<file path="config.mk">
export PLATFORM = sky130hd
export DESIGN_NAME = mem_port_arbiter_flat
export DESIGN_NICKNAME = d
export VERILOG_FILES = /design/src/rtl/mem_port_arbiter_if.sv /design/src/rtl/mem_port_arbiter.sv /design/src/flat_wrapper.sv
export SDC_FILE = /design/constraint.sdc
export NUM_CORES = 1
export LEC_CHECK = 0
export BUFFER_PORTS_ARGS = -buffer_cell sky130_fd_sc_hd__buf_2
export CAP_MARGIN = 5
export CORE_UTILIZATION = 35
export CTS_CLUSTER_DIAMETER = 60
export DETAILED_ROUTE_END_ITERATION = 6
export PLACE_DENSITY = 0.77
export SETUP_SLACK_MARGIN = 0.05
export SLEW_MARGIN = 20
export SYNTH_ARGS = -nofsm -noshare
export SYNTH_HDL_FRONTEND = slang
export SYNTH_SLANG_ARGS = --single-unit
</file>
<file path="constraint.sdc">
create_clock -name clk -period 2.35 [get_ports clk]
set_input_delay 0.47 -clock clk [delete_from_list [all_inputs] [get_ports clk]]
set_output_delay 0.47 -clock clk [all_outputs]
set_load 0.1 [all_outputs]
</file>
<file path="src/rtl/mem_port_arbiter_if.sv">
// Bus bundle between the data-memory arbiter, its two requesters (CPU, debug) and the memory.
// slave = arbiter view; master = requester/memory view.
interface mem_port_arbiter_if #(
  parameter int ADDR_W = 32,
  parameter int DATA_W = 32
);
  logic              cpu_req;
  logic              cpu_we;
  logic [2:0]        cpu_mode;
  logic [ADDR_W-1:0] cpu_addr;
  logic [DATA_W-1:0] cpu_wdata;
  logic              cpu_ack;
  logic [DATA_W-1:0] cpu_rdata;
  logic              cpu_stall;

  logic              dbg_req;
  logic              dbg_we;
  logic [2:0]        dbg_mode;
  logic [ADDR_W-1:0] dbg_addr;
  logic [DATA_W-1:0] dbg_wdata;
  logic              dbg_ack;
  logic [DATA_W-1:0] dbg_rdata;

  logic              owner;
  logic              mem_read;
  logic              mem_write;
  logic [2:0]        mem_mode;
  logic [ADDR_W-1:0] mem_addr;
  logic [DATA_W-1:0] mem_wdata;
  logic [DATA_W-1:0] mem_rdata;

  modport slave (
    input  cpu_req, cpu_we, cpu_mode, cpu_addr, cpu_wdata,
    input  dbg_req, dbg_we, dbg_mode, dbg_addr, dbg_wdata,
    input  mem_rdata,
    output cpu_ack, cpu_rdata, cpu_stall, dbg_ack, dbg_rdata,
    output owner, mem_read, mem_write, mem_mode, mem_addr, mem_wdata
  );

  modport master (
    output cpu_req, cpu_we, cpu_mode, cpu_addr, cpu_wdata,
    output dbg_req, dbg_we, dbg_mode, dbg_addr, dbg_wdata,
    output mem_rdata,
    input  cpu_ack, cpu_rdata, cpu_stall, dbg_ack, dbg_rdata,
    input  owner, mem_read, mem_write, mem_mode, mem_addr, mem_wdata
  );
endinterface

</file>
<file path="src/rtl/mem_port_arbiter.sv">
// Round-robin CPU/debug arbiter for the single-ported data memory; write acks 2 cycles after req, read 2+MEM_LAT.
// Requests are held until ack; the CPU stalls while its access is outstanding, the loser waits in IDLE.
module mem_port_arbiter #(
  parameter int ADDR_W  = 32,
  parameter int DATA_W  = 32,
  parameter int MEM_LAT = 1
) (
  input logic               clk,
  input logic               reset,
  mem_port_arbiter_if.slave bus
);

  typedef enum logic [1:0] {S_IDLE, S_ISSUE, S_WAIT, S_RESP} state_t;

  state_t            state_q, state_d;
  logic              owner_q, owner_d;
  logic              ptr_q, ptr_d;
  logic              we_q, we_d;
  logic [2:0]        mode_q, mode_d;
  logic [ADDR_W-1:0] addr_q, addr_d;
  logic [DATA_W-1:0] wdata_q, wdata_d;
  logic [DATA_W-1:0] rdata_q, rdata_d;
  logic [2:0]        cnt_q, cnt_d;
  logic              grant_dbg;

  always_ff @(posedge clk or negedge reset) begin
    if (!reset) begin
      state_q <= S_IDLE;
      owner_q <= 1'b0;
      ptr_q   <= 1'b1;
      we_q    <= 1'b0;
      mode_q  <= '0;
      addr_q  <= '0;
      wdata_q <= '0;
      rdata_q <= '0;
      cnt_q   <= '0;
    end else begin
      state_q <= state_d;
      owner_q <= owner_d;
      ptr_q   <= ptr_d;
      we_q    <= we_d;
      mode_q  <= mode_d;
      addr_q  <= addr_d;
      wdata_q <= wdata_d;
      rdata_q <= rdata_d;
      cnt_q   <= cnt_d;
    end
  end

  always_comb begin
    state_d   = state_q;
    owner_d   = owner_q;
    ptr_d     = ptr_q;
    we_d      = we_q;
    mode_d    = mode_q;
    addr_d    = addr_q;
    wdata_d   = wdata_q;
    rdata_d   = rdata_q;
    cnt_d     = cnt_q;
    // ptr_q = 1 means debug was granted last, so the CPU wins a tie
    grant_dbg = bus.dbg_req & (~bus.cpu_req | ~ptr_q);

    case (state_q)
      S_IDLE: begin
        if (bus.cpu_req | bus.dbg_req) begin
          owner_d = grant_dbg;
          ptr_d   = grant_dbg;
          we_d    = grant_dbg ? bus.dbg_we    : bus.cpu_we;
          mode_d  = grant_dbg ? bus.dbg_mode  : bus.cpu_mode;
          addr_d  = grant_dbg ? bus.dbg_addr  : bus.cpu_addr;
          wdata_d = grant_dbg ? bus.dbg_wdata : bus.cpu_wdata;
          state_d = S_ISSUE;
        end
      end
      S_ISSUE: begin
        if (we_q) begin
          state_d = S_RESP;
        end else begin
          cnt_d   = 3'(MEM_LAT);
          state_d = S_WAIT;
        end
      end
      S_WAIT: begin
        cnt_d = cnt_q - 3'd1;
        if (cnt_q == 3'd1) begin
          rdata_d = bus.mem_rdata;
          state_d = S_RESP;
        end
      end
      S_RESP:  state_d = S_IDLE;
      default: state_d = S_IDLE;
    endcase
  end

  // Strobes and acks decode straight from state so an async reset kills them at once
  assign bus.mem_read  = (state_q == S_ISSUE) & ~we_q;
  assign bus.mem_write = (state_q == S_ISSUE) & we_q;
  assign bus.mem_mode  = mode_q;
  assign bus.mem_addr  = addr_q;
  assign bus.mem_wdata = wdata_q;
  assign bus.owner     = owner_q;
  assign bus.cpu_ack   = (state_q == S_RESP) & ~owner_q;
  assign bus.dbg_ack   = (state_q == S_RESP) & owner_q;
  assign bus.cpu_rdata = rdata_q;
  assign bus.dbg_rdata = rdata_q;
  assign bus.cpu_stall = bus.cpu_req & ~bus.cpu_ack;

endmodule

</file>
<file path="src/flat_wrapper.sv">
// flat-port wrapper written by rule: the top's interface ports become plain ports
module mem_port_arbiter_flat 
#(
  parameter int ADDR_W  = 32,
  parameter int DATA_W  = 32,
  parameter int MEM_LAT = 1
)
  (clk, reset, bus_cpu_req, bus_cpu_we, bus_cpu_mode, bus_cpu_addr, bus_cpu_wdata, bus_dbg_req, bus_dbg_we, bus_dbg_mode, bus_dbg_addr, bus_dbg_wdata, bus_mem_rdata, bus_cpu_ack, bus_cpu_rdata, bus_cpu_stall, bus_dbg_ack, bus_dbg_rdata, bus_owner, bus_mem_read, bus_mem_write, bus_mem_mode, bus_mem_addr, bus_mem_wdata);
  mem_port_arbiter_if #(.ADDR_W(ADDR_W), .DATA_W(DATA_W)) bus_i ();
  input logic clk;
  input logic reset;
  input wire logic [$bits(bus_i.cpu_req)-1:0] bus_cpu_req;
  input wire logic [$bits(bus_i.cpu_we)-1:0] bus_cpu_we;
  input wire logic [$bits(bus_i.cpu_mode)-1:0] bus_cpu_mode;
  input wire logic [$bits(bus_i.cpu_addr)-1:0] bus_cpu_addr;
  input wire logic [$bits(bus_i.cpu_wdata)-1:0] bus_cpu_wdata;
  input wire logic [$bits(bus_i.dbg_req)-1:0] bus_dbg_req;
  input wire logic [$bits(bus_i.dbg_we)-1:0] bus_dbg_we;
  input wire logic [$bits(bus_i.dbg_mode)-1:0] bus_dbg_mode;
  input wire logic [$bits(bus_i.dbg_addr)-1:0] bus_dbg_addr;
  input wire logic [$bits(bus_i.dbg_wdata)-1:0] bus_dbg_wdata;
  input wire logic [$bits(bus_i.mem_rdata)-1:0] bus_mem_rdata;
  output wire logic [$bits(bus_i.cpu_ack)-1:0] bus_cpu_ack;
  output wire logic [$bits(bus_i.cpu_rdata)-1:0] bus_cpu_rdata;
  output wire logic [$bits(bus_i.cpu_stall)-1:0] bus_cpu_stall;
  output wire logic [$bits(bus_i.dbg_ack)-1:0] bus_dbg_ack;
  output wire logic [$bits(bus_i.dbg_rdata)-1:0] bus_dbg_rdata;
  output wire logic [$bits(bus_i.owner)-1:0] bus_owner;
  output wire logic [$bits(bus_i.mem_read)-1:0] bus_mem_read;
  output wire logic [$bits(bus_i.mem_write)-1:0] bus_mem_write;
  output wire logic [$bits(bus_i.mem_mode)-1:0] bus_mem_mode;
  output wire logic [$bits(bus_i.mem_addr)-1:0] bus_mem_addr;
  output wire logic [$bits(bus_i.mem_wdata)-1:0] bus_mem_wdata;
  assign bus_i.cpu_req = bus_cpu_req;
  assign bus_i.cpu_we = bus_cpu_we;
  assign bus_i.cpu_mode = bus_cpu_mode;
  assign bus_i.cpu_addr = bus_cpu_addr;
  assign bus_i.cpu_wdata = bus_cpu_wdata;
  assign bus_i.dbg_req = bus_dbg_req;
  assign bus_i.dbg_we = bus_dbg_we;
  assign bus_i.dbg_mode = bus_dbg_mode;
  assign bus_i.dbg_addr = bus_dbg_addr;
  assign bus_i.dbg_wdata = bus_dbg_wdata;
  assign bus_i.mem_rdata = bus_mem_rdata;
  assign bus_cpu_ack = bus_i.cpu_ack;
  assign bus_cpu_rdata = bus_i.cpu_rdata;
  assign bus_cpu_stall = bus_i.cpu_stall;
  assign bus_dbg_ack = bus_i.dbg_ack;
  assign bus_dbg_rdata = bus_i.dbg_rdata;
  assign bus_owner = bus_i.owner;
  assign bus_mem_read = bus_i.mem_read;
  assign bus_mem_write = bus_i.mem_write;
  assign bus_mem_mode = bus_i.mem_mode;
  assign bus_mem_addr = bus_i.mem_addr;
  assign bus_mem_wdata = bus_i.mem_wdata;
  mem_port_arbiter #(.ADDR_W(ADDR_W), .DATA_W(DATA_W), .MEM_LAT(MEM_LAT)) u_core (.clk(clk), .reset(reset), .bus(bus_i));
endmodule
</file>
==> impl_metrics.tcl, run 1 <==
set metrics [dict create \
    num_antenna_cells 0 \
    synthToLayoutAreaGrowth_pct 36.3 \
    place_inst 884 \
    synth-xor-area-share_pct 0 \
    status "finished, final reports clean" \
    synth_top_family_by_area "multiplexers" \
    crit_type "flop to output pin" \
    final.min_clock_period_ns 2.16 \
    clockBufferDepth 2 \
    clock_sinks 107 \
    drv_cap 0 \
    seq_area_frac_synth_pct 53.3 \
    cpPeakStageDelay_ns 0.42 \
    cts_made_buffers 9 \
    clkSlewWorstSetupHoldPaths_ns 0.07 \
    grt_pass1_wl_um 18700 \
    worstSetupEndpointType "output pin" \
    first_pass_iters 4 \
    hold_class "input port to asynchronous set/reset pin" \
    yosysUniqueCellTypes 31 \
    slew_headroom_pct 65.1 \
    die_w_um 122 \
    wirelength_um 12500 \
    fp.dieH_um 122 \
    drt_iter0_drc 124 \
    synth_compound_area_share_pct 8.79 \
    finalNonFillerCells 900 \
    die-area_mm2 0.0148 \
    final_common_cell "buf_2" \
    period_share_pct 92.1 \
    synth_fp_nets 625 \
    synthFlopType "dfrtp_1" \
    whs_ns 0.0284 \
    clockRootBuffer "clkbuf_16" \
    start_util_pct 36.1 \
    clock_latency_ns 0.34 \
    yosys.area_share.simple_pct 6.85 \
    cts_htree_levels 3 \
    viasPerCell 4.55 \
    grt_pass1_vias 3754 \
    rsz0062_at_grt "no" \
    vias 4093 \
    critPathTopFamily "buffers and inverters" \
    io_pins 309 \
    reg2reg_depth 5 \
    crit_buf_inv 2 \
    port-buffer-count 308 \
    syn_avg_cell_area_um2 11.3 \
    final_max_slew_viol_count 0 \
    async_flop_share_pct 100 \
    rrSetupSlack_ns 0.56 \
    r2r-start "u_core.state_q[0]" \
    drive_above_1_share_pct 51.9 \
    final_hold_viol_count 0 \
    core_mm2 0.0139 \
    worstPathArrival_ns 1.69 \
    worstPathRequired_ns 1.88 \
    drc 0 \
    fmax_mhz 462 \
    crit_fanout 6 \
    post_drt_wl_per_cell_um 13.9 \
    fin_worst_skew_ns 0.00818 \
    dp_hpwl_um 9880 \
    cp-start-kind "flop" \
    antenna_found_initial 1 \
    final.fill_count 1322 \
    synthAdderAreaFrac_pct 1.74 \
    grt_max_degree 95 \
    grt-ovfl-total 0 \
    worstMarginPinSlew_ns 0.528 \
    cts_tree "yes" \
    worstPathCellList "inv_1 -> ha_1 -> nor2b_2 -> buf_2" \
    fp-row-count 43 \
    r2r_end "u_core.bus.cpu_rdata[6]" \
    muxShareOfSynthArea_pct 20.9 \
    synth_edf_count 0 \
    grt_use_total_pct 16.5 \
    cp_slowest_cell "dfrtp_1" \
    postRouteAntennaNets 0 \
    syn_inst 446 \
    final_cell_mix "306 x buf_2, 106 x dfrtp_1, 71 x nand2_1" \
    netlist_area_mm2 0.00502 \
    ys_seq_elements 107 \
    ys_warn_count 0 \
    fin_nets 894 \
    globalplace.congestion 0.792 \
    setup_viol 0 \
]
-- registers in the layout, indices dropped and copies added, names as in the netlist --
name and count:
u_core.bus.cpu_rdata 32, u_core.bus.mem_addr 32, u_core.bus.mem_wdata 32, u_core.bus.mem_mode 3, u_core.cnt_q 3, u_core.state_q 2
u_core.bus.owner 1, u_core.ptr_q 1, u_core.we_q 1
-- cell type report --
type / count / area, µm² / share of cell area, %
Clock buffer: 12 / 267 / 3.89
Clock inverter: 4 / 32.5 / 0.475
Inverter: 6 / 22.5 / 0.329
Multi-Input combinational cell: 274 / 1960 / 28.6
Sequential cell: 107 / 2680 / 39.1
Tap cell: 180 / 225 / 3.29
Timing Repair Buffer: 317 / 1660 / 24.3
-- routing by layer --
metal  track usage [%]  part of all wire, %
met1              19.2                   40
met2              29.4                   52
met3              2.95                  6.6
met4              7.02                  1.8
met5                 0                 0.10
-- synth_stat cells (2+ instances only) --
cell | n | area (µm²)
nand2_1 | 71 | 267
o21ai_1 | 9 | 45.0
dfrtp_1 | 106 | 2650
nor2b_1 | 3 | 18.8
buf_6 | 3 | 33.8
ha_1 | 7 | 87.6
clkbuf_1 | 8 | 30.0
nor2_1 | 3 | 11.3
buf_4 | 38 | 285
mux2_2 | 33 | 372
o21ai_0 | 62 | 310
and2_1 | 2 | 12.5
a21oi_1 | 2 | 10.0
inv_1 | 6 | 22.5
buf_2 | 9 | 45.0
nand3b_1 | 2 | 15.0
mux2i_1 | 68 | 681
-- how the worst max path moves through the flow --
stage                               end              start  depth (start not counted)
final                      bus_mem_read  u_core.state_q[1]                          4
after detailed placement  bus_mem_write  u_core.state_q[1]                          4
after global routing       bus_mem_read  u_core.state_q[1]                          4
after global placement    bus_mem_write  u_core.state_q[1]                          4
after floorplan           bus_cpu_stall   u_core.bus.owner                          2
after CTS                 bus_mem_write  u_core.state_q[1]                          4
-- cell families after synthesis --
logic type,after synthesis
AND/OR/NAND/NOR,84
buffers and inverters,65
multiplexers,101
flip-flops,107
adder cells (fa/ha/maj),7
AO/OA/AOI/OAI,82
-- through the flow --
step	TNS [ns]	utilization, %	setup WS [ns]	instance area (µm²)
2_1_floorplan	-0.000224	-	-0.000224	5040
3_3_place_gp	0	47.0	0.515	6550
3_5_place_dp	0	47.0	0.492	6550
4_1_cts	0	49.1	0.0904	6850
5_1_grt	0	49.2	0.0613	6850
6_report	0	49.2	0.185	6850
-- repair_timing --
item | 4_1_cts | 5_1_grt
hold endpoints to repair | 0 | 0
resized for setup | 0 | 1
buffers inserted | 0 | 0
hold buffers | 0 | 0
setup endpoints to repair | 0 | 1
Power of run 1 is left out: the tool's default activity adds up to more than one toggle a clock period on the data nets, which glitch-free logic cannot reach.
==> run 2, diff against run 1 <==
==> constraint.sdc (replaced) <==
create_clock -name clk -period 2.35 [get_ports clk]
set_input_delay 0.1175 -clock clk [delete_from_list [all_inputs] [get_ports clk]]
set_output_delay 0.1175 -clock clk [all_outputs]
set_load 0.1 [all_outputs]
==> run 2 against run 1 <==
Against the previous run:
- register-to-register slack about the same
- first-iteration DRC count is 7.3% lower
- flip-flop and latch count unchanged
- critical path depth stayed put
- sequential share of layout area is 1.6 points lower
- cell area rose by 4.1%
- non-clock buffer count increased by 26
- critical path type unchanged
==> impl_metrics.tcl, run 2 (synthesized netlist as in run 1, its figures left out) <==
set metrics [dict create \
    status "finished, final reports clean" \
    grt_pass1_wl_um 18800 \
    crit_buf_inv 2 \
    vias 4151 \
    grt_max_degree 61 \
    first_pass_iters 4 \
    cts_htree_levels 3 \
    viasPerCell 4.48 \
    die-area_mm2 0.0148 \
    clkSlewWorstSetupHoldPaths_ns 0.06 \
    final_cell_mix "307 x buf_2, 106 x dfrtp_1, 71 x nand2_1" \
    setup_tns_ns 0 \
    final.fill_count 1259 \
    cp_slowest_cell "buf_2" \
    grt_use_total_pct 16.4 \
    synthToLayoutAreaGrowth_pct 42.0 \
    io_pins 309 \
    crit_type "flop to output pin" \
    fp-row-count 43 \
    dp_hpwl_um 9430 \
    worstSetupEndpointType "output pin" \
    cts_made_buffers 9 \
    fmax_mhz 514 \
    worstMarginPinSlew_ns 0.734 \
    slew_headroom_pct 50.9 \
    cpPeakStageDelay_ns 0.45 \
    start_util_pct 36.1 \
    core_mm2 0.0139 \
    final_common_cell "buf_2" \
    clock_latency_ns 0.35 \
    rsz0062_at_grt "no" \
    die_w_um 122 \
    clock_sinks 107 \
    grt-ovfl-total 0 \
    period_share_pct 82.7 \
    crit_fanout 6 \
    worstPathCellList "inv_1 -> ha_1 -> and2_1 -> buf_2" \
    hold_buffers 25 \
    fin_nets 920 \
    worstPathArrival_ns 1.83 \
    fin_worst_skew_ns 0.0116 \
    postRouteAntennaNets 0 \
    cp-start-kind "flop" \
    grt_pass1_vias 3965 \
    clockBufferDepth 2 \
    port-buffer-count 308 \
    critPathTopFamily "buffers and inverters" \
    post_drt_wl_per_cell_um 13.4 \
    hold_class "input port to flop" \
    final_hold_viol_count 0 \
    globalplace.congestion 0.738 \
    drc 0 \
    ctsResizeCount 0 \
    antenna_found_initial 0 \
    clockRootBuffer "clkbuf_16" \
    worstPathRequired_ns 2.23 \
    final_max_slew_viol_count 0 \
    cts_tree "yes" \
    final.min_clock_period_ns 1.94 \
    drive_above_1_share_pct 50.1 \
    num_antenna_cells 0 \
    cts_setup_buffers 0 \
    drt_iter0_drc 115 \
    drv_cap 0 \
    setup_viol 0 \
    wirelength_um 12400 \
    fp.dieH_um 122 \
]
[run 2: cell types whose count changed in the layout (fill, tap and decap cells not counted), moves of 2 or more]
cell           previous run  this run
clkbuf_8                  3         1
clkinvlp_4                2         0
bufinv_16                 0         2
dlygate4sd3_1             0        25
[run 2: final timing paths]
path	cells past startpoint	endpoint	from	slack (ns)
max in group asynchronous	3	u_core.bus.mem_addr[4]	reset	1.32
hold / removal	2	u_core.bus.cpu_rdata[22]	bus_mem_rdata[22]	0.02
setup reg to reg	5	u_core.bus.cpu_rdata[4]	u_core.state_q[0]	0.57
min in group asynchronous	2	u_core.bus.cpu_rdata[13]	reset	0.34
setup / recovery	4	bus_mem_write	u_core.state_q[1]	0.41
hold reg to reg	2	u_core.bus.mem_addr[24]	u_core.bus.mem_addr[24]	0.47
[run 2: final cells by class]
cell class | instances | area, µm² | share of cell area [%]
Timing Repair Buffer | 343 | 1920 | 26.9
Clock buffer | 10 | 239 | 3.35
Sequential cell | 107 | 2680 | 37.6
Inverter | 6 | 22.5 | 0.316
Clock inverter | 6 | 95.1 | 1.33
Multi-Input combinational cell | 274 | 1950 | 27.4
Tap cell | 180 | 225 | 3.16
[run 2: layer usage]
metal,vias to the layer above,part of all wire [%],track usage (%)
met5,-,0,0
met4,0,2.1,7.56
met3,18,6.6,2.90
met2,202,51,29.4
met1,1849,41,18.8
li1,2082,-,-
[run 2: stage by stage]
stage | hold WS (ns) | setup WS (ns) | utilization (%) | std cells | instance area, µm²
finish | 0.0174 | 0.406 | 51.2 | 926 | 7130
global route | 0.00987 | 0.278 | 51.2 | 926 | 7130
CTS | 0.00000830 | 0.366 | 51.2 | 926 | 7130
detailed placement | 0.200 | 0.569 | 47.0 | 885 | 6550
global placement | 0.197 | 0.625 | 47.0 | 885 | 6550
floorplan | -0.178 | 0.124 | - | 446 | 5030
Power of run 2 is left out for the same reason.
==> run 3, diff against run 2 <==
Settings changed: ABC_AREA from default to 1, PLACE_DENSITY 0.77 to 0.75.
Clock period 2.35 ns to 1.9 ns, I/O delays scaled along.
==> run 3 against run 2 <==
Against the previous run:
- hold slack lost 0.0016 ns
- clock skew about the same
- non-clock buffer count down 1
- wire length is 31% higher
- critical path type unchanged
==> impl_metrics.tcl, run 3 <==
set metrics [dict create \
    status "finished, final reports clean" \
    synth.area.top_cells "dfrtp_1 46%, nand2_1 18%, nand3b_1 7.6%, inv_1 6.7%, nand3_1 6.2%" \
    cts_htree_levels 3 \
    final_hold_viol_count 0 \
    yosysUniqueCellTypes 21 \
    fin_nets 1203 \
    final_max_slew_viol_count 0 \
    synthFlopType "dfrtp_1" \
    clock_latency_ns 0.35 \
    fin_worst_skew_ns 0.0117 \
    postLayoutCellArea_mm2 0.00772 \
    die_w_um 130 \
    ys_seq_elements 107 \
    final_util_pct 48.6 \
    post_drt_wl_per_cell_um 13.1 \
    whs_path_depth 3 \
    yosysTopAreaCell "dfrtp_1" \
    drc 0 \
    wirelength_um 16300 \
    syn_inst 745 \
    clockRootBuffer "clkbuf_16" \
    cts_made_buffers 9 \
    final_cell_mix "305 x buf_2, 279 x nand2_1, 105 x dfrtp_1" \
    hp-start "bus_mem_rdata[13]" \
    core_mm2 0.0159 \
    vias 5628 \
    yosysMostFrequentCell "nand2_1" \
    viasPerCell 4.52 \
    die-area_mm2 0.0168 \
    cp-start-kind "flop" \
    globalplace.congestion 0.773 \
    hold_class "input port to flop" \
    grt_use_total_pct 19.0 \
    worstSetupEndpointType "output pin" \
    worstMarginPinSlew_ns 0.530 \
    whs_endpoint "u_core.bus.cpu_rdata[13]" \
    synthToLayoutAreaGrowth_pct 35.3 \
    postPlaceCellArea_mm2 0.00722 \
    synth_edf_count 0 \
    grt_pass1_wl_um 24600 \
    async_flop_share_pct 100 \
    crit_type "flop to output pin" \
    final_common_cell "buf_2" \
    grt_max_degree 70 \
    clockBufferDepth 2 \
    worstPathRequired_ns 1.80 \
    antenna_found_initial 1 \
    synth_top_area_share_pct 46.5 \
    fmax_mhz 581 \
    seq_area_frac_synth_pct 47.0 \
    r2r_end "u_core.bus.cpu_rdata[13]" \
    period_share_pct 90.6 \
    reg2reg_depth 5 \
    crit_fanout 5 \
    drv_cap 0 \
    clock_sinks 107 \
    postRouteAntennaNets 0 \
    ys_warn_count 0 \
    cts_setup_buffers 0 \
    rrSetupSlack_ns 0.23 \
    grt_pass1_vias 4996 \
    r2r-start "u_core.state_q[0]" \
    start_util_pct 35.9 \
    cts_tree "yes" \
    drive_above_1_share_pct 33.5 \
    grt-ovfl-total 0 \
    rsz0062_at_grt "no" \
    setup_tns_ns 0 \
    final.min_clock_period_ns 1.72 \
    fp-row-count 46 \
    dp_hpwl_um 11700 \
    port-buffer-count 308 \
    io_pins 309 \
    first_pass_iters 4 \
    netlist_area_mm2 0.00571 \
    syn_avg_cell_area_um2 7.66 \
    slew_headroom_pct 64.9 \
    ys_top_cells_by_count "279 x nand2_1, 106 x dfrtp_1, 102 x inv_1, 71 x nand3_1, 58 x nand3b_1" \
    worstPathArrival_ns 1.63 \
    fp.dieH_um 130 \
    synth_fp_nets 924 \
    setup_viol 0 \
    clkSlewWorstSetupHoldPaths_ns 0.08 \
    num_antenna_cells 0 \
    drt_iter0_drc 179 \
]
==> run 3: cell count changes in the layout (fill, tap and decap cells not counted), sizes merged, moves of 38 or more <==
cell / before / now
nand2: 71 / 281
inv: 8 / 103
nand3: 0 / 72
mux2i: 68 / 0
nand3b: 2 / 58
o21ai: 71 / 33
==> run 3: layer usage <==
layer  track usage, %  vias to the layer above  routed length, µm
met4             6.43                        2                229
met2             35.1                      244               8320
met3             3.63                       17               1070
met5                0                        -                 13
met1             21.7                     2563               6640
li1                 -                     2802                  -
==> run 3: kinds of logic after synthesis <==
group / Yosys count / synth area share [%]
and+or+nand+nor: 418 / 33.3
buffers and inverters: 177 / 14.9
DFF: 107 / 47.0
AOI/OAI and AO/OA: 35 / 3.09
adders and majority gates: 7 / 1.54
xor gates and xnor gates: 1 / 0.154
==> run 3: how the worst max path moves through the flow <==
stage	startpoint	end	cells past startpoint
global route	u_core.state_q[0]	u_core.bus.cpu_rdata[22]	5
global placement	u_core.state_q[0]	u_core.bus.mem_addr[17]	7
detailed placement	u_core.state_q[0]	u_core.bus.cpu_rdata[13]	5
CTS	u_core.state_q[1]	bus_mem_read	5
floorplan	u_core.state_q[1]	u_core.cnt_q[2]	7
finish	u_core.state_q[0]	bus_cpu_stall	5
==> run 3: layout make-up <==
cell class | instances | area [µm²]
Inverter | 103 | 387
Sequential cell | 107 | 2680
Timing Repair Buffer | 342 | 1920
Fill cell | 1542 | 8170
Multi-Input combinational cell | 461 | 2190
Clock buffer | 10 | 229
Clock inverter | 6 | 42.5
Tap cell | 216 | 270
==> run 3: critical path, stage by stage, from the launching register on <==
cell	delay, ns
dfrtp_1	0.43
ha_1	0.24
inv_1	0.09
nor2_4	0.04
nor2_4	0.06
buf_2	0.42
==> run 3: per-stage QoR <==
stage / hold WS (ns) / worst slack (ns) / instances
6_report: 0.0158 / 0.179 / 1245
5_1_grt: 0.0263 / 0.0578 / 1245
4_1_cts: 0.000314 / 0.0968 / 1245
3_5_place_dp: 0.0587 / 0.229 / 1207
3_3_place_gp: 0.0603 / 0.321 / 1207
2_1_floorplan: -0.201 / 0.120 / 745
==> run 3: what timing repair did <==
item,in CTS,in global routing
resized for setup,1,1
hold buffers,22,0
hold endpoints to repair,46,0
endpoints found under the setup margin,1,1
Power of run 3 is left out for the same reason.
